$ cat src/rtl/multicycle_datapath.sv
// Purpose: multi-cycle MIPS-subset core; one shared ALU and one external memory port.
// Latency: beq/j 3, R-type/addi/sw 4, lw 5 cycles at zero wait states; +1 per mem_ready-low cycle.
// Backpressure: mem_req/we/addr/wdata held stable until mem_ready is sampled high; HALT is terminal.
// Ports: clock/reset (async active-high); mem_* request/ready memory port (instruction + data);
//        dbg_ra/dbg_rd combinational register peek; pc, instr, retire pulse, sticky halted.
module multicycle_datapath #(
  parameter logic [31:0] RESET_PC = 32'h0000_0000,
  parameter int          ADDR_W   = 32
) (
  input  logic              clock,
  input  logic              reset,
  output logic              mem_req,
  output logic              mem_we,
  output logic [ADDR_W-1:0] mem_addr,
  output logic [31:0]       mem_wdata,
  input  logic [31:0]       mem_rdata,
  input  logic              mem_ready,
  input  logic [4:0]        dbg_ra,
  output logic [31:0]       dbg_rd,
  output logic [31:0]       pc,
  output logic [31:0]       instr,
  output logic              retire,
  output logic              halted
);

  localparam logic [5:0] OP_RTYPE = 6'h00, OP_J = 6'h02, OP_BEQ = 6'h04, OP_ADDI = 6'h08;
  localparam logic [5:0] OP_LW = 6'h23, OP_SW = 6'h2B;
  localparam logic [5:0] F_ADD = 6'h20, F_SUB = 6'h22, F_AND = 6'h24, F_OR = 6'h25, F_SLT = 6'h2A;
  localparam logic [2:0] ALU_ADD = 3'd0, ALU_SUB = 3'd1, ALU_AND = 3'd2, ALU_OR = 3'd3, ALU_SLT = 3'd4;

  typedef enum logic [3:0] {
    S_FETCH, S_DECODE, S_MEMADR, S_MEMRD, S_MEMWB, S_MEMWR, S_EXEC,
    S_ALUWB, S_ADDIEX, S_ADDIWB, S_BRANCH, S_JUMP, S_HALT
  } state_t;

  state_t      state_q;
  logic [31:0] pc_q, ir_q, a_q, b_q, alu_out_q, mdr_q;
  logic        mem_req_q, mem_we_q, halted_q;
  logic [31:0] mem_addr_q, mem_wdata_q;
  logic [31:0] rf_q [32];

  // Instruction fields
  logic [5:0]  op, funct;
  logic [4:0]  rs, rt, rd;
  logic [31:0] simm;
  assign op    = ir_q[31:26];
  assign rs    = ir_q[25:21];
  assign rt    = ir_q[20:16];
  assign rd    = ir_q[15:11];
  assign funct = ir_q[5:0];
  assign simm  = {{16{ir_q[15]}}, ir_q[15:0]};

  logic legal;
  always_comb begin
    case (op)
      OP_RTYPE: legal = (funct == F_ADD) || (funct == F_SUB) || (funct == F_AND) ||
                        (funct == F_OR)  || (funct == F_SLT);
      OP_J, OP_BEQ, OP_ADDI, OP_LW, OP_SW: legal = 1'b1;
      default:  legal = 1'b0;
    endcase
  end

  // Shared ALU: operand selection depends on the current state.
  logic [31:0] alu_a, alu_b, alu_y;
  logic [2:0]  alu_fn;
  always_comb begin
    alu_a  = a_q;
    alu_b  = simm;
    alu_fn = ALU_ADD;
    case (state_q)
      S_FETCH:  begin alu_a = pc_q; alu_b = 32'd4; end
      S_DECODE: begin alu_a = pc_q; alu_b = {simm[29:0], 2'b00}; end
      S_EXEC: begin
        alu_b = b_q;
        case (funct)
          F_SUB:   alu_fn = ALU_SUB;
          F_AND:   alu_fn = ALU_AND;
          F_OR:    alu_fn = ALU_OR;
          F_SLT:   alu_fn = ALU_SLT;
          default: alu_fn = ALU_ADD;
        endcase
      end
      default: ;
    endcase
  end

  always_comb begin
    case (alu_fn)
      ALU_SUB: alu_y = alu_a - alu_b;
      ALU_AND: alu_y = alu_a & alu_b;
      ALU_OR:  alu_y = alu_a | alu_b;
      ALU_SLT: alu_y = {31'd0, $signed(alu_a) < $signed(alu_b)};
      default: alu_y = alu_a + alu_b;
    endcase
  end

  // retire is decoded from the state so that a store retires in the very
  // cycle its write is accepted, however many wait states preceded it.
  logic retire_c;
  always_comb begin
    case (state_q)
      S_MEMWB, S_ALUWB, S_ADDIWB, S_BRANCH, S_JUMP: retire_c = 1'b1;
      S_MEMWR: retire_c = mem_ready;
      default: retire_c = 1'b0;
    endcase
  end

  // Next fetch address after a retiring state (pc already holds pc+4).
  logic [31:0] npc;
  always_comb begin
    case (state_q)
      S_BRANCH: npc = (a_q == b_q) ? alu_out_q : pc_q;
      S_JUMP:   npc = {pc_q[31:28], ir_q[25:0], 2'b00};
      default:  npc = pc_q;
    endcase
  end

  logic        rf_we;
  logic [4:0]  rf_wa;
  logic [31:0] rf_wd;
  always_comb begin
    rf_we = 1'b0;
    rf_wa = rt;
    rf_wd = alu_out_q;
    case (state_q)
      S_MEMWB:  begin rf_we = 1'b1; rf_wd = mdr_q; end
      S_ADDIWB: rf_we = 1'b1;
      S_ALUWB:  begin rf_we = 1'b1; rf_wa = rd; end
      default: ;
    endcase
  end

  always_ff @(posedge clock or posedge reset) begin
    if (reset) begin
      state_q     <= S_FETCH;
      pc_q        <= RESET_PC;
      ir_q        <= '0;
      a_q         <= '0;
      b_q         <= '0;
      alu_out_q   <= '0;
      mdr_q       <= '0;
      mem_req_q   <= 1'b0;
      mem_we_q    <= 1'b0;
      mem_addr_q  <= '0;
      mem_wdata_q <= '0;
      halted_q    <= 1'b0;
      for (int i = 0; i < 32; i++) rf_q[i] <= '0;
    end else begin
      if (rf_we && (rf_wa != 5'd0)) rf_q[rf_wa] <= rf_wd;
      case (state_q)
        S_FETCH: begin
          // Only taken straight after reset: the request is registered, so
          // the first fetch is issued one cycle late.
          if (!mem_req_q) begin
            mem_req_q  <= 1'b1;
            mem_we_q   <= 1'b0;
            mem_addr_q <= pc_q;
          end else if (mem_ready) begin
            ir_q      <= mem_rdata;
            pc_q      <= alu_y;
            mem_req_q <= 1'b0;
            state_q   <= S_DECODE;
          end
        end
        S_DECODE: begin
          a_q       <= rf_q[rs];
          b_q       <= rf_q[rt];
          alu_out_q <= alu_y;
          if (!legal) begin
            halted_q <= 1'b1;
            state_q  <= S_HALT;
          end else begin
            case (op)
              OP_LW, OP_SW: state_q <= S_MEMADR;
              OP_RTYPE:     state_q <= S_EXEC;
              OP_ADDI:      state_q <= S_ADDIEX;
              OP_BEQ:       state_q <= S_BRANCH;
              default:      state_q <= S_JUMP;
            endcase
          end
        end
        S_MEMADR: begin
          alu_out_q <= alu_y;
          if (alu_y[1:0] != 2'b00) begin
            halted_q <= 1'b1;
            state_q  <= S_HALT;
          end else begin
            mem_req_q   <= 1'b1;
            mem_we_q    <= (op == OP_SW);
            mem_addr_q  <= alu_y;
            mem_wdata_q <= b_q;
            state_q     <= (op == OP_SW) ? S_MEMWR : S_MEMRD;
          end
        end
        S_MEMRD: begin
          if (mem_ready) begin
            mdr_q     <= mem_rdata;
            mem_req_q <= 1'b0;
            state_q   <= S_MEMWB;
          end
        end
        S_EXEC: begin
          alu_out_q <= alu_y;
          state_q   <= S_ALUWB;
        end
        S_ADDIEX: begin
          alu_out_q <= alu_y;
          state_q   <= S_ADDIWB;
        end
        default: ;
      endcase
      // Every retiring state launches the next fetch directly.
      if (retire_c) begin
        pc_q       <= npc;
        mem_req_q  <= 1'b1;
        mem_we_q   <= 1'b0;
        mem_addr_q <= npc;
        state_q    <= S_FETCH;
      end
    end
  end

  assign mem_req   = mem_req_q;
  assign mem_we    = mem_we_q;
  assign mem_addr  = mem_addr_q[ADDR_W-1:0];
  assign mem_wdata = mem_wdata_q;
  assign dbg_rd    = (dbg_ra == 5'd0) ? 32'd0 : rf_q[dbg_ra];
  assign pc        = pc_q;
  assign instr     = ir_q;
  assign retire    = retire_c;
  assign halted    = halted_q;

endmodule

$ cat config.mk
export PLATFORM = sky130hd
export DESIGN_NAME = multicycle_datapath
export DESIGN_NICKNAME = d
export VERILOG_FILES = /design/src/rtl/multicycle_datapath.sv
export SDC_FILE = /design/constraint.sdc
export NUM_CORES = 2
export LEC_CHECK = 0
export BUFFER_PORTS_ARGS = -buffer_cell sky130_fd_sc_hd__buf_2
export CORE_ASPECT_RATIO = 0.5
export CORE_MARGIN = 3
export CORE_UTILIZATION = 35
export CTS_CLUSTER_SIZE = 12
export DETAILED_ROUTE_END_ITERATION = 8
export PLACE_DENSITY = 0.46
export SETUP_SLACK_MARGIN = 0.15
export SYNTH_ARGS = -nofsm -noshare
export SYNTH_HDL_FRONTEND = slang
export SYNTH_SLANG_ARGS = --single-unit
export TNS_END_PERCENT = 1
$ cat constraint.sdc
create_clock -name clock -period 66.3 [get_ports clock]
set_input_delay 6.63 -clock clock [delete_from_list [all_inputs] [get_ports clock]]
set_output_delay 6.63 -clock clock [all_outputs]
set_load 0.03 [all_outputs]
* Yosys cells after proc, flatten, opt, wreduce, memory -nomap -nowiden *
Index checks and enable logic that the tools add are counted.

word-level totals
  register bits = 1287
  bits of input ports = 40
  output and inout bits = 164

operators by class
  $add $sub $neg = 2
  magnitude comparators = 6
  equality and inequality tests = 33
  multiplexer cells = 55
  bitwise gates (word level) = 7
  reduce and logical (&&, ||, !) cells = 32

operators with widths
  cell                                                                   count
  1024-bit bitwise mux                                                   1
  32-bit two-way mux                                                     18
  32-bit binary-select mux with 5-bit select                             3
  32-bit demux with 5-bit select                                         1
  32-bit one-hot mux with 2 select lines                                 2
  32-bit one-hot mux with 4 select lines                                 1
  32-bit one-hot mux with 3 select lines                                 1
  6-bit equality test, second input constant                             7
  32-bit adder                                                           1
  32-bit AND                                                             1
  32-bit equality test                                                   1
  32-bit < comparator                                                    1
  32-bit bitwise OR                                                      1
  32-bit subtractor                                                      1
  6-bit greater-or-equal comparator, second input constant               4
  4-bit two-way mux                                                      6
  5-bit NOT with 6-bit output                                            4
  4-bit one-hot mux with 6 select lines                                  1
  4-bit by 3-bit equality test with 1-bit output, second input constant  4
  4-bit equality test, second input constant                             4
  4-bit one-hot mux with 4 select lines                                  1
  3-bit != test, second input constant                                   5
  3-bit AND reduction                                                    5
  3-bit one-hot mux with 4 select lines                                  1
  other kinds (32)                                                       60

* Depth between registers and ports, before layout *
  depth after elaboration = 9
  depth in mapped cells = 21

* Least setup slack after synthesis *
No wires, ideal clock.

  path kind = input port to output port
  from = input port dbg_ra[0]
  to = output port dbg_rd[19]
  arrival time = 8.915 ns
  data required time = 59.670 ns
  setup slack = 50.755 ns
  stages on the path = 7
  buffers on the path = 3
  cells stage by stage = clkbuf_1 -> buf_2 -> buf_1 -> mux4_2 -> mux4_2 -> mux2i_1 -> nor2_1

on the way
  cells in the longest elaborated chain, start to end = 5
  elaborated cells on any way between the ends = 6

ends and longest elaborated chain
  what                                                    line  RTL
  from (decl)                                             18    input logic [4:0] dbg_ra,
  5-bit NOT with 6-bit output (implied by the code)       227   assign dbg_rd = (dbg_ra == 5'd0) ? 32'd0 : rf_q[dbg_ra];
  32-bit binary-select mux with 5-bit select              227
  32-bit two-way mux (implied by the code) (2 in series)  227
  32-bit two-way mux *                                    227
  to (decl)                                               19    output logic [31:0] dbg_rd,

Mark *: on every way between the ends. The rest lies on a longest branch, timed or not. The select of a mux whose other input is x is not followed.

* Worst setup path in the final report *
  from = input port dbg_ra[1]
  to = output port dbg_rd[19]

Same word-level chain as after synthesis.

==> metrics.md <==
| Metric | Value |
|---|---|
| Nets@finish | `6,856` |
| Stages on worst setup path | `8` |
| Worst Path Required | `59.67 ns` |
| GR Layer Usage met3 | `5.869%` |
| Unique masters post-synth | `94` |
| Routability Congestion | `0.8788` |
| Leading area contributor after synthesis | `dfrtp_1` |
| GRT busiest layer | `met2` |
| CTS root buf | `clkbuf_16` |
| RSZ-0062 raised after global routing | `false` |
| Peak VDD IR | `44.58 uV` |
| Post-synthesis cell area | `76,940 um^2` |
| Master of the slowest instance on the critical path | `buf_4` |
| Most common cell in the netlist | `dfrtp_1` |
| Fraction of layout cells with a size suffix above 1 | `24.92%` |
| Worst Setup End Kind | `output pin` |
| Final Skew | `0.05609 ns` |
| Routed length per instance | `30.75 um` |
| IO Pins | `204` |
| Worst-path clk slew | `0.06 ns` |
| Die W | `669.1 um` |
| Die ar. | `225,800 um^2` |
| Synth Flop Type | `dfrtp_1` |
| Endpoints failing hold | `0` |
| CTS HTree Levels | `4` |
| Fin cells | `9,671` |
| Dpl cells | `9,438` |
| Hold buffers post-CTS | `0` |
| CTS Buffer Depth | `4` |
| Number of global-route vias before repair | `56,580` |
| All-layer global routing usage | `26.30%` |
| CP top delay family | `buffers and inverters` |
| Number of synthesized flops with an enable pin | `0` |
| Leakage | `35.78 nW` |
| Ys Warns | `0` |
| Async SR Flop Fraction | `100.0%` |
| Die Span Y | `337.5 um` |
| DR vias | `58,481` |
| Synth area leaders | `dfrtp_1 42%, mux4_2 28%, nand2_1 4.9%` |
| GR Util met1 | `38.61%` |
| Final core occ | `39.50%` |
| Sequential share of the synthesized area | `41.86%` |
| CTS tree | `yes` |
| CP cell instances | `buf_8 -> buf_4 -> buf_4 -> mux4_2 -> mux4_2 -> mux2i_1 -> nor2_1 -> buf_2` |
| Cell count after synthesis | `6,887` |
| Worst-margin pin slew | `1.369 ns` |
| Largest net degree at the start of global routing | `155` |
| Fmax | `58.42 MHz` |
| Met2 usage | `39.29%` |
| CORE AREA | `216,200 um^2` |
| Row count | `120` |
| DRC | `0` |
| Post-CTS sizing | `0` |
| Status | `completed` |
| CP max FO | `60` |
| Initial antenna violation count | `14` |
| Placed cell areas | `80,980 um^2` |
| IO buf count | `203` |
| Final TNS setup | `0 ns` |
| Synthesized area per cell | `11.17 um^2` |
| Reg2reg path depth | `15` |
| DRT antenna net count | `0` |
| Critical path launch point type | `primary input` |
| Fin crit period | `17.12 ns` |
| Max-slew violations | `0` |
| Hold Path Depth | `0` |
| WP data arrival | `10.49 ns` |
| Post-CTS setup buffer count | `0` |
| Final Cell Area | `85,400 um^2` |
| Net count after synthesis | `7,025` |
| Clk Latency, worst-skew pair | `0.82 ns` |
| Final setup vio count | `0` |
| Slew margin rel. | `6.126%` |
| Grt total ovfl | `0` |
| Max_cap viols | `0` |
| Routed vias/inst | `6.047` |
| Most common library cells after synthesis | `1,287 x dfrtp_1, 996 x nand2_1, 960 x mux4_2` |
| First-pass DRT Iterations | `5` |
| Num CTS Buffers | `145` |
| P per Cell Area | `52.53 nW/um^2` |
| Register bit total from synthesis | `1,287` |
| Max incr delay on CP | `0.80 ns` |
| Kind of critical path | `primary input to output pin` |
| Fill cell count | `20,880` |
| Starting Density | `35.59%` |
| Synth top area share | `41.86%` |
| First-pass GRT wire length | `430,900 um` |
| Hold Crit Class | `flop to flop` |
| Starting DRT DRC Count | `6,938` |
| WL final | `297,400 um` |
| Buf/Inv on CP | `4` |
| Final Power | `4.487 mW` |
| Area Growth Syn to Fin | `11.00%` |
| CTS Sinks | `1,287` |
| DP HPWL | `190,400 um` |
| Crit share post-route | `25.82%` |
==> placed cells by master (no fill, tap or decap), types with 10 or more instances in the layout <==
cell	n
a21o_1	13
a22oi_1	40
clkbuf_1	40
o21ai_1	14
nand2b_1	18
buf_4	166
a211oi_1	24
inv_1	105
mux2i_4	18
o21a_1	12
o22ai_1	12
o31ai_1	18
nand3_1	34
mux4_2	960
nor3_1	23
mux2i_2	13
dfrtp_1	1277
mux2i_1	107
o221ai_1	12
clkbuf_16	149
nor4_1	14
nor2b_1	13
a221o_1	14
o211ai_1	26
xor2_1	32
o21ai_0	591
nor2_1	726
nand2_1	984
buf_2	198
ha_1	96
o21bai_1	13
clkinv_2	10
nor2_4	20
mux2_2	41
nand2_4	12
a21oi_1	700
clkbuf_8	23
a31oi_1	23
==> cell type report <==
class | count | area (um^2) | share of cell area, %
multi-input cells | 4801 | 42320 | 49.55
flip-flops and latches | 1287 | 32240 | 37.75
clock buffers | 212 | 4195 | 4.912
well taps | 2867 | 3587 | 4.200
repair buffers | 374 | 2419 | 2.832
inverters | 109 | 421.7 | 0.4937
clock inverters | 20 | 220.2 | 0.2579
diodes | 1 | 2.502 | 0.002930
==> registers in the layout, summed over array words and instances (netlist names) <==
name       cells
rf_q        1024
a_q           32
alu_out_q     32
b_q           32
instr         32
mdr_q         32
mem_addr      32
mem_wdata     32
pc            32
state_q        4
halted         1
mem_req        1
mem_we         1
==> logic make-up (layout without fill, tap and decap cells) <==
group,count (synthesis),after routing,share of synthesized area [%]
and+or+nand+nor,1911,1911,9.842
AOI/OAI and AO/OA,1610,1610,11.73
DFF,1287,1287,41.86
muxes,1140,1140,30.51
buffers and inverters,799,715,3.960
adders and majority gates,99,99,1.626
xor gates and xnor gates,41,41,0.4667
other,0,1,0
==> path summary, 6_finish.rpt <==
| kind | from | endpoint | slack, ns |
|---|---|---|---|
| setup / recovery | dbg_ra[1] | dbg_rd[19] | 49.18 |
| hold / removal | rf_q[1005] | rf_q[1005] | 0.42 |
| setup reg to reg | state_q[0] | pc[27] | 60.19 |
| hold reg to reg | rf_q[1005] | rf_q[1005] | 0.42 |
| max in group asynchronous | reset | rf_q[723] | 56.52 |
| min in group asynchronous | reset | mdr_q[30] | 6.00 |
==> stage by stage <==
| stage | setup slack, ns | hold WS [ns] |
|---|---|---|
| after detailed placement | 49.14 | 0.4025 |
| after global routing | 49.04 | 0.4296 |
| after floorplan | 23.40 | 0.4580 |
| final | 49.18 | 0.4193 |
| after CTS | 49.14 | 0.4170 |
| after global placement | 49.23 | 0.4077 |
==> routing by layer <==
| layer | wire length, um | part of all wire, % |
|---|---|---|
| met5 | 51 | 0.017 |
| met4 | 8286 | 2.8 |
| met3 | 24960 | 8.4 |
| met2 | 131200 | 44 |
| met1 | 132900 | 45 |
==> worst reg2reg max path, stage by stage, from the launching register on <==
cell and delay (ns):
dfrtp_1 0.80, nand2b_1 0.40, nor2_2 1.02, nand2_1 0.13, a21oi_1 0.32, ha_1 0.48, inv_1 0.19, o31ai_1 0.55
nor3_1 0.14, o211ai_1 0.14, nand2_1 0.25, o31ai_1 0.69, mux2i_1 0.16, nor2_1 0.26, a21boi_1 0.31, o21ai_0 0.12
==> power breakdown <==
part / switching, mW / internal [mW] / total, mW
logic: 1.32 / 0.937 / 2.26
registers: 0.371 / 1.06 / 1.43
clock network: 0.342 / 0.451 / 0.794
total: 2.03 / 2.45 / 4.49
Note: power is estimated with default switching activity, not from simulation.
